### src/rtl/ex_stage.sv
// Execute stage: forwarded operands and a 32-bit ALU feed a 2-entry skid buffer
// toward the memory stage.
module ex_stage #(
    parameter bit ForwardEnable = 1'b1
) (
    input  logic        clk_i,
    input  logic        reset_i,
    input  logic        flush_i,
    input  logic        valid_i,
    output logic        ready_o,
    input  logic [31:0] readData1_i,
    input  logic [31:0] readData2_i,
    input  logic [63:0] immediate_i,
    input  logic [63:0] PC_i,
    input  logic [4:0]  rd_i,
    input  logic [4:0]  rs1_i,
    input  logic [4:0]  rs2_i,
    input  logic        RegWrite_i,
    input  logic        MemWrite_i,
    input  logic        MemRead_i,
    input  logic        MemToReg_i,
    input  logic        ALUSrc_i,
    input  logic [2:0]  ALUOp_i,
    input  logic [2:0]  funct3_i,
    input  logic        mem_fwd_we_i,
    input  logic [4:0]  mem_fwd_rd_i,
    input  logic [31:0] mem_fwd_data_i,
    input  logic        wb_fwd_we_i,
    input  logic [4:0]  wb_fwd_rd_i,
    input  logic [31:0] wb_fwd_data_i,
    output logic [31:0] alu_result_o,
    output logic [31:0] store_data_o,
    output logic [63:0] PC_o,
    output logic [4:0]  rd_o,
    output logic        RegWrite_o,
    output logic        MemWrite_o,
    output logic        MemRead_o,
    output logic        MemToReg_o,
    output logic [2:0]  funct3_o,
    output logic        valid_o,
    input  logic        ready_i
);

    typedef enum logic [1:0] {StEmpty, StOne, StTwo} state_e;

    typedef struct packed {
        logic [31:0] alu_result;
        logic [31:0] store_data;
        logic [63:0] pc;
        logic [4:0]  rd;
        logic        reg_write;
        logic        mem_write;
        logic        mem_read;
        logic        mem_to_reg;
        logic [2:0]  funct3;
    } entry_t;

    state_e state_q, state_d;
    entry_t main_q, main_d, skid_q, skid_d, new_entry;

    logic [31:0] op_a, fwd_b, op_b, alu;
    logic        accept, drain;

    logic unused_imm;
    assign unused_imm = ^immediate_i[63:32];

    // MEM is checked first so the younger producer wins; x0 is never forwarded.
    always_comb begin
        op_a  = readData1_i;
        fwd_b = readData2_i;
        if (ForwardEnable) begin
            if (mem_fwd_we_i && mem_fwd_rd_i == rs1_i && rs1_i != 5'd0) begin
                op_a = mem_fwd_data_i;
            end else if (wb_fwd_we_i && wb_fwd_rd_i == rs1_i && rs1_i != 5'd0) begin
                op_a = wb_fwd_data_i;
            end
            if (mem_fwd_we_i && mem_fwd_rd_i == rs2_i && rs2_i != 5'd0) begin
                fwd_b = mem_fwd_data_i;
            end else if (wb_fwd_we_i && wb_fwd_rd_i == rs2_i && rs2_i != 5'd0) begin
                fwd_b = wb_fwd_data_i;
            end
        end
    end

    assign op_b = ALUSrc_i ? immediate_i[31:0] : fwd_b;

    always_comb begin
        alu = '0;
        unique case (ALUOp_i)
            3'b000: alu = op_a + op_b;
            3'b001: alu = op_a - op_b;
            3'b010: alu = op_a & op_b;
            3'b011: alu = op_a | op_b;
            3'b100: alu = op_a ^ op_b;
            3'b101: alu = op_a << op_b[4:0];
            3'b110: alu = op_a >> op_b[4:0];
            3'b111: alu = $unsigned($signed(op_a) >>> op_b[4:0]);
            default: alu = '0;
        endcase
    end

    always_comb begin
        new_entry.alu_result = alu;
        new_entry.store_data = fwd_b;
        new_entry.pc         = PC_i;
        new_entry.rd         = rd_i;
        new_entry.reg_write  = RegWrite_i;
        new_entry.mem_write  = MemWrite_i;
        new_entry.mem_read   = MemRead_i;
        new_entry.mem_to_reg = MemToReg_i;
        new_entry.funct3     = funct3_i;
    end

    assign ready_o = (state_q != StTwo);
    assign valid_o = (state_q != StEmpty);
    assign accept  = valid_i & ready_o;
    assign drain   = valid_o & ready_i;

    always_comb begin
        state_d = state_q;
        main_d  = main_q;
        skid_d  = skid_q;
        if (flush_i) begin
            state_d = StEmpty;
        end else begin
            unique case (state_q)
                StEmpty: begin
                    if (accept) begin
                        state_d = StOne;
                        main_d  = new_entry;
                    end
                end
                StOne: begin
                    if (accept && !drain) begin
                        state_d = StTwo;
                        skid_d  = new_entry;
                    end else if (drain && !accept) begin
                        state_d = StEmpty;
                    end else if (accept && drain) begin
                        main_d = new_entry;
                    end
                end
                StTwo: begin
                    if (drain) begin
                        state_d = StOne;
                        main_d  = skid_q;
                    end
                end
                default: state_d = StEmpty;
            endcase
        end
    end

    always_ff @(posedge clk_i) begin
        if (!reset_i) begin
            state_q <= StEmpty;
            main_q  <= '0;
            skid_q  <= '0;
        end else begin
            state_q <= state_d;
            main_q  <= main_d;
            skid_q  <= skid_d;
        end
    end

    assign alu_result_o = main_q.alu_result;
    assign store_data_o = main_q.store_data;
    assign PC_o         = main_q.pc;
    assign rd_o         = main_q.rd;
    assign RegWrite_o   = main_q.reg_write;
    assign MemWrite_o   = main_q.mem_write;
    assign MemRead_o    = main_q.mem_read;
    assign MemToReg_o   = main_q.mem_to_reg;
    assign funct3_o     = main_q.funct3;

endmodule

### config.mk
export PLATFORM = sky130hd
export DESIGN_NAME = ex_stage
export DESIGN_NICKNAME = d
export VERILOG_FILES = /design/src/rtl/ex_stage.sv
export SDC_FILE = /design/constraint.sdc
export NUM_CORES = 1
export LEC_CHECK = 0
export CAP_MARGIN = 20
export CORE_AREA = 3 3 236 238
export CTS_BUF_LIST = sky130_fd_sc_hd__clkbuf_2 sky130_fd_sc_hd__clkbuf_4 sky130_fd_sc_hd__clkbuf_8
export CTS_CLUSTER_DIAMETER = 150
export DETAILED_ROUTE_END_ITERATION = 7
export DIE_AREA = 0 0 239 241
export SYNTH_ARGS = -nofsm -noshare
export SYNTH_HDL_FRONTEND = slang
export SYNTH_SLANG_ARGS = --single-unit
export TNS_END_PERCENT = 20
### constraint.sdc
create_clock -name clk_i -period 10.06 [get_ports clk_i]
set_clock_uncertainty 0.2 [all_clocks]
set_input_delay 1.509 -clock clk_i [delete_from_list [all_inputs] [get_ports clk_i]]
set_output_delay 1.509 -clock clk_i [all_outputs]
set_load 0.01 [all_outputs]
# Yosys cells after proc, flatten, opt, wreduce, memory -nomap -nowiden
# Index checks and enable logic that the tools add are counted.
# op_classes
addsub	2
n_eq_ne	20
n_shift	3
mux	17
bitwise	7
n_reduce_logical	23
# op_table
op	n
$mux 140	5
$pmux 140 s3	1
$pmux 32 s8	1
$mux 32	5
$add 32x32->32	1
$and 32x32->32	1
$or 32x32->32	1
$shl 32x5->32	1
$shr 32x5->32	1
$sshr 32x5->32	1
$sub 32x32->32	1
$xor 32x32->32	1
$eq 5x5->1	4
$eq 3x3->1 const B	4
$ne 2x2->1 const B	6
$logic_and 1x1->1	11
$reduce_bool 5->1	2
$mux 2	4
$reduce_and 7->1	1
$eq 3x2->1 const B	2
$pmux 2 s3	1
$reduce_and 3->1	2
$eq 3x1->1 const B	1
$logic_not 3->1	1
other kinds (10)	13
# word_totals
ff_bits	282
input_bits	299
output_inout_bits	142
elab_cells	91

# Longest topological paths before layout
# logic_depth
word_depth	12
depth_mapped	28

# Worst setup path before layout
# Ideal clock, no wire load.
# synth_path
path_kind	input -> register
startpoint	input mem_fwd_rd_i[0]
endpoint	register main_q (netlist bit alu_result_o[28])
setup_ns	0.138
arrival_time_ns	7.098
required_ns	9.722
path_slack_ns	2.624
cell_stages	27
path_cell_list	or2_0 o21a_2 buf_2 nor4_1 a311oi_1 nor2_1 buf_2 buf_2 buf_1 ha_1 nand3_1 nor3_1 and2_1 a21oi_1 xnor2_1 ha_1 and4_1 nand2_1 nor3_1 a2111oi_0 a21oi_1 or4_1 a31oi_1 xnor2_1 a221oi_1 o21a_1 o221ai_1
# synth_via
elab_chain_len	11
elab_cells_between_ends	23
# synth_lines
element	line	source
from (decl)	26	input logic [4:0] mem_fwd_rd_i,
$eq 5x5->1	77	if (mem_fwd_we_i && mem_fwd_rd_i == rs2_i && rs2_i != 5'd0) begin
$logic_and 1x1->1 (2 in series)	77	
$mux 32	77	
$mux 32	85	assign op_b = ALUSrc_i ? immediate_i[31:0] : fwd_b;
$sub 32x32->32, or another cell as far along	91	3'b001: alu = op_a - op_b;
$pmux 32 s8 *	89	unique case (ALUOp_i)
$mux 140	139	end else if (accept && drain) begin
$mux 140	137	end else if (drain && !accept) begin
$mux 140	134	if (accept && !drain) begin
$pmux 140 s3 *	126	unique case (state_q)
to (signal assigned)	161	main_q <= main_d;
to (decl)	59	entry_t main_q, main_d, skid_q, skid_d, new_entry;
# Every way passes the cells marked *; elsewhere a longest branch is shown, timed or not. The select of a mux whose other input is x is not followed.
# A chain may end at the register's enable or synchronous reset.

# Final worst setup path
# layout_path
startpoint	input rs2_i[2]
endpoint	register main_q (netlist bit alu_result_o[28])
# layout_via
elab_chain_len	12
elab_cells_between_ends	24
# layout_lines
element	line	source
from (decl)	17	input logic [4:0] rs2_i,
$eq 5x5->1	79	end else if (wb_fwd_we_i && wb_fwd_rd_i == rs2_i && rs2_i != 5'd0) begin
$logic_and 1x1->1 (2 in series)	79	
$mux 32	79	
$mux 32 *	77	
$mux 32 *	85	
$sub 32x32->32, or another cell as far along	91	
$pmux 32 s8 *	89	
$mux 140	139	
$mux 140	137	
$mux 140	134	
$pmux 140 s3 *	126	
# Marked as above.

==> reports/qor.txt <==
status: complete, but fails checks
failing checks: design-rule violations
Worst Path Required: 10.28 ns
yosys warns: 0
Final Util: 0.500
die width: 239 um
critical path startpoint category: input port
clk root buf: clkbuf_8
slew margin rel.: 0.205
Static Leakage: 9.82 nW
DRT iter0 DRCs: 2771
count of pins over their slew limit: 0
net count after synthesis: 3462
slew at the pin closest to its max-slew limit: 1.19 ns
final count of negative-setup-slack endpoints: 0
TritonCTS clock tree: built
share of post-route cells with drive strength above 1: 0.0726
Nets: 3732
CTS sink count: 282
die height: 241 um
Seq/Total Area, Yosys: 0.263
cts hold-fix bufs: 0
CTS max path bufs: 3
distinct cell type count after synthesis: 94
1st-pass router iterations: 8
Yosys reg bits: 282
CP Class: in -> reg
multi-input logic area: 14500 um^2
register area: 5650 um^2
Clock transition at path regs: 0.06 ns
final period utilization: 0.883
final worst slack: 1.18 ns
Mapped Area: 21400 um^2
Routed Antenna Nets: 0
Avg Inst Size Synth: 7.00 um^2
vias: 25464
CP Capture Type: register
gpl congestion: 1.05
Initial Util: 0.398
H-tree depth: 2
wire length per cell: 25.8 um
number of fill cells: 5296
WP data arrival: 9.10 ns
total power: 3.55 mW
ys flop type: dfxtp_1
Setup TNS: 0 ns
vias in the first global route: 23102
Port Buffers: 408
Post-synth EDFFs: 0
maxcap violations: 0
die area: 57600 um^2
Fin. Hold Viols: 0
Placement Setup Slack: 0.805 ns
post-CTS sizing: 0
Post-Synthesis Cells: 3062
post-route DRC violation count: 1
WL final: 105 mm
Area Growth Syn to Fin: 25.6%
# rows: 85
number of setup buffers added after CTS: 0
Avg Vias per Cell: 6.27
first-pass GRT wire length: 151 mm
largest net degree at the start of global routing: 222
Max Freq: 0.113 GHz
global-route usage over all layers: 0.344
initial antenna violation count: 5
worst-path fanout max: 25
placed cells: 3979
unrepaired setup endpoints after global routing: no
DP HPWL: 77.1 mm
Async S/R FF share, synth: 0
# IOs: 441
Core Region: 53800 um^2
HP Class: reg -> reg
peak supply drop: 82.8 uV
clock latency on the worst-skew pair: 0.57 ns
CTS Buf Count: 46
total gr overflow: 0
post-route minimum period: 8.88 ns
pwr/cell area: 132 nW/um^2
Non-Filler Instances: 4060
## metal layers
layer  track usage  part of all wire
met1         0.449              0.40
met2         0.544              0.44
met3        0.0674             0.097
met4         0.171             0.057
met5             0           0.00015
## cells by family after synthesis
| logic type | after synthesis | synth area share |
|---|---|---|
| AO/OA/AOI/OAI | 971 | 0.299 |
| XOR/XNOR | 74 | 0.0309 |
| adder cells (fa/ha/maj) | 101 | 0.0593 |
| buffers and inverters | 356 | 0.0663 |
| flip-flops | 282 | 0.263 |
| multiplexers | 46 | 0.0231 |
| AND/OR/NAND/NOR | 1232 | 0.258 |
## through the flow
step	hold slack [ns]	instance area, um^2
floorplan	0.232	21400
global placement	0.239	26000
detailed placement	0.242	26000
CTS	0.250	26900
global route	0.269	26900
finish	0.250	26900
## report_power, final
group | switching [mW] | leakage, nW | total (mW) | internal [mW]
logic | 0.843 | 7.04 | 1.35 | 0.511
clock network | 0.459 | 0.479 | 0.997 | 0.538
registers | 0.0309 | 2.30 | 1.20 | 1.17
total | 1.33 | 9.82 | 3.55 | 2.22
## area by class of cell
class	count	share of cell area
diodes	4	0.000372
repair buffers	488	0.174
inverters	90	0.0128
clock inverters	6	0.00172
clock buffers	70	0.0316
flip-flops and latches	282	0.210
well taps	696	0.0324
multi-input cells	2424	0.537
## cells in the final DEF, fill, tap and decap left out, types with 24 or more instances in the layout
cell             instances
mux2i_1                 37
a31oi_1                 71
nor2_1                 269
inv_1                   82
buf_4                   79
o211ai_1                48
nand3_1                104
clkbuf_8                52
clkdlybuf4s50_1        405
xnor2_1                 60
a21oi_1                278
a311oi_1               101
nand2_1                522
a21o_1                  24
dfxtp_1                282
ha_1                   100
a211oi_1                44
nor3_1                 168
o21ai_0                186
## state kept, by name, indices dropped and copies added, names as in the netlist
register,count
skid_q,140
PC_o,64
alu_result_o,32
store_data_o,32
rd_o,5
funct3_o,3
state_q,2
MemRead_o,1
MemToReg_o,1
MemWrite_o,1
RegWrite_o,1
## critical path, cell delays in order
cell             delay (ns)
clkdlybuf4s50_1        0.51
nor4_2                 0.42
o21a_2                 0.42
or3_1                  0.75
a311oi_1               0.46
a21oi_2                0.32
inv_2                  0.07
nor3_2                 0.17
buf_4                  0.20
nand3_1                0.15
nor3_1                 0.41
and2_1                 0.22
a21oi_1                0.08
xnor2_1                0.17
ha_1                   0.38
and4_1                 0.21
nand2_1                0.12
nor3_1                 0.06
a2111oi_0              0.49
buf_4                  0.22
a21oi_1                0.08
or4_1                  0.56
a31oi_1                0.23
xnor2_1                0.11
a221oi_1               0.30
buf_4                  0.19
o21a_1                 0.16
o221ai_1               0.12
## final timing paths
kind	cells past startpoint	slack, ns	start	end
max reg2reg	8	6.13	state_q[1]$_SDFFE_PP0P_	store_data_o[5]$_SDFFE_PN0P_
max	28	1.18	rs2_i[2]	alu_result_o[28]$_SDFFE_PN0P_
min	2	0.25	skid_q[85]$_SDFFE_PN0P_	skid_q[85]$_SDFFE_PN0P_
min reg2reg	2	0.25	skid_q[85]$_SDFFE_PN0P_	skid_q[85]$_SDFFE_PN0P_
## synthesized netlist by cell type (24+ instances only)
| library cell | n | area [um^2] |
|---|---|---|
| mux2i_1 | 37 | 370 |
| o21ai_0 | 186 | 931 |
| a211oi_1 | 45 | 338 |
| a31oi_1 | 71 | 444 |
| a21oi_1 | 279 | 1400 |
| buf_2 | 31 | 155 |
| buf_1 | 30 | 113 |
| inv_1 | 83 | 312 |
| nand2_1 | 522 | 1960 |
| xnor2_1 | 60 | 526 |
| nand3_1 | 104 | 521 |
| a21o_1 | 24 | 180 |
| o211ai_1 | 48 | 360 |
| nor3_1 | 171 | 856 |
| a311oi_1 | 101 | 885 |
| ha_1 | 100 | 1250 |
| dfxtp_1 | 282 | 5650 |
| nor2_1 | 272 | 1020 |
| clkbuf_1 | 196 | 736 |
Power figures use the tool's default switching activity.
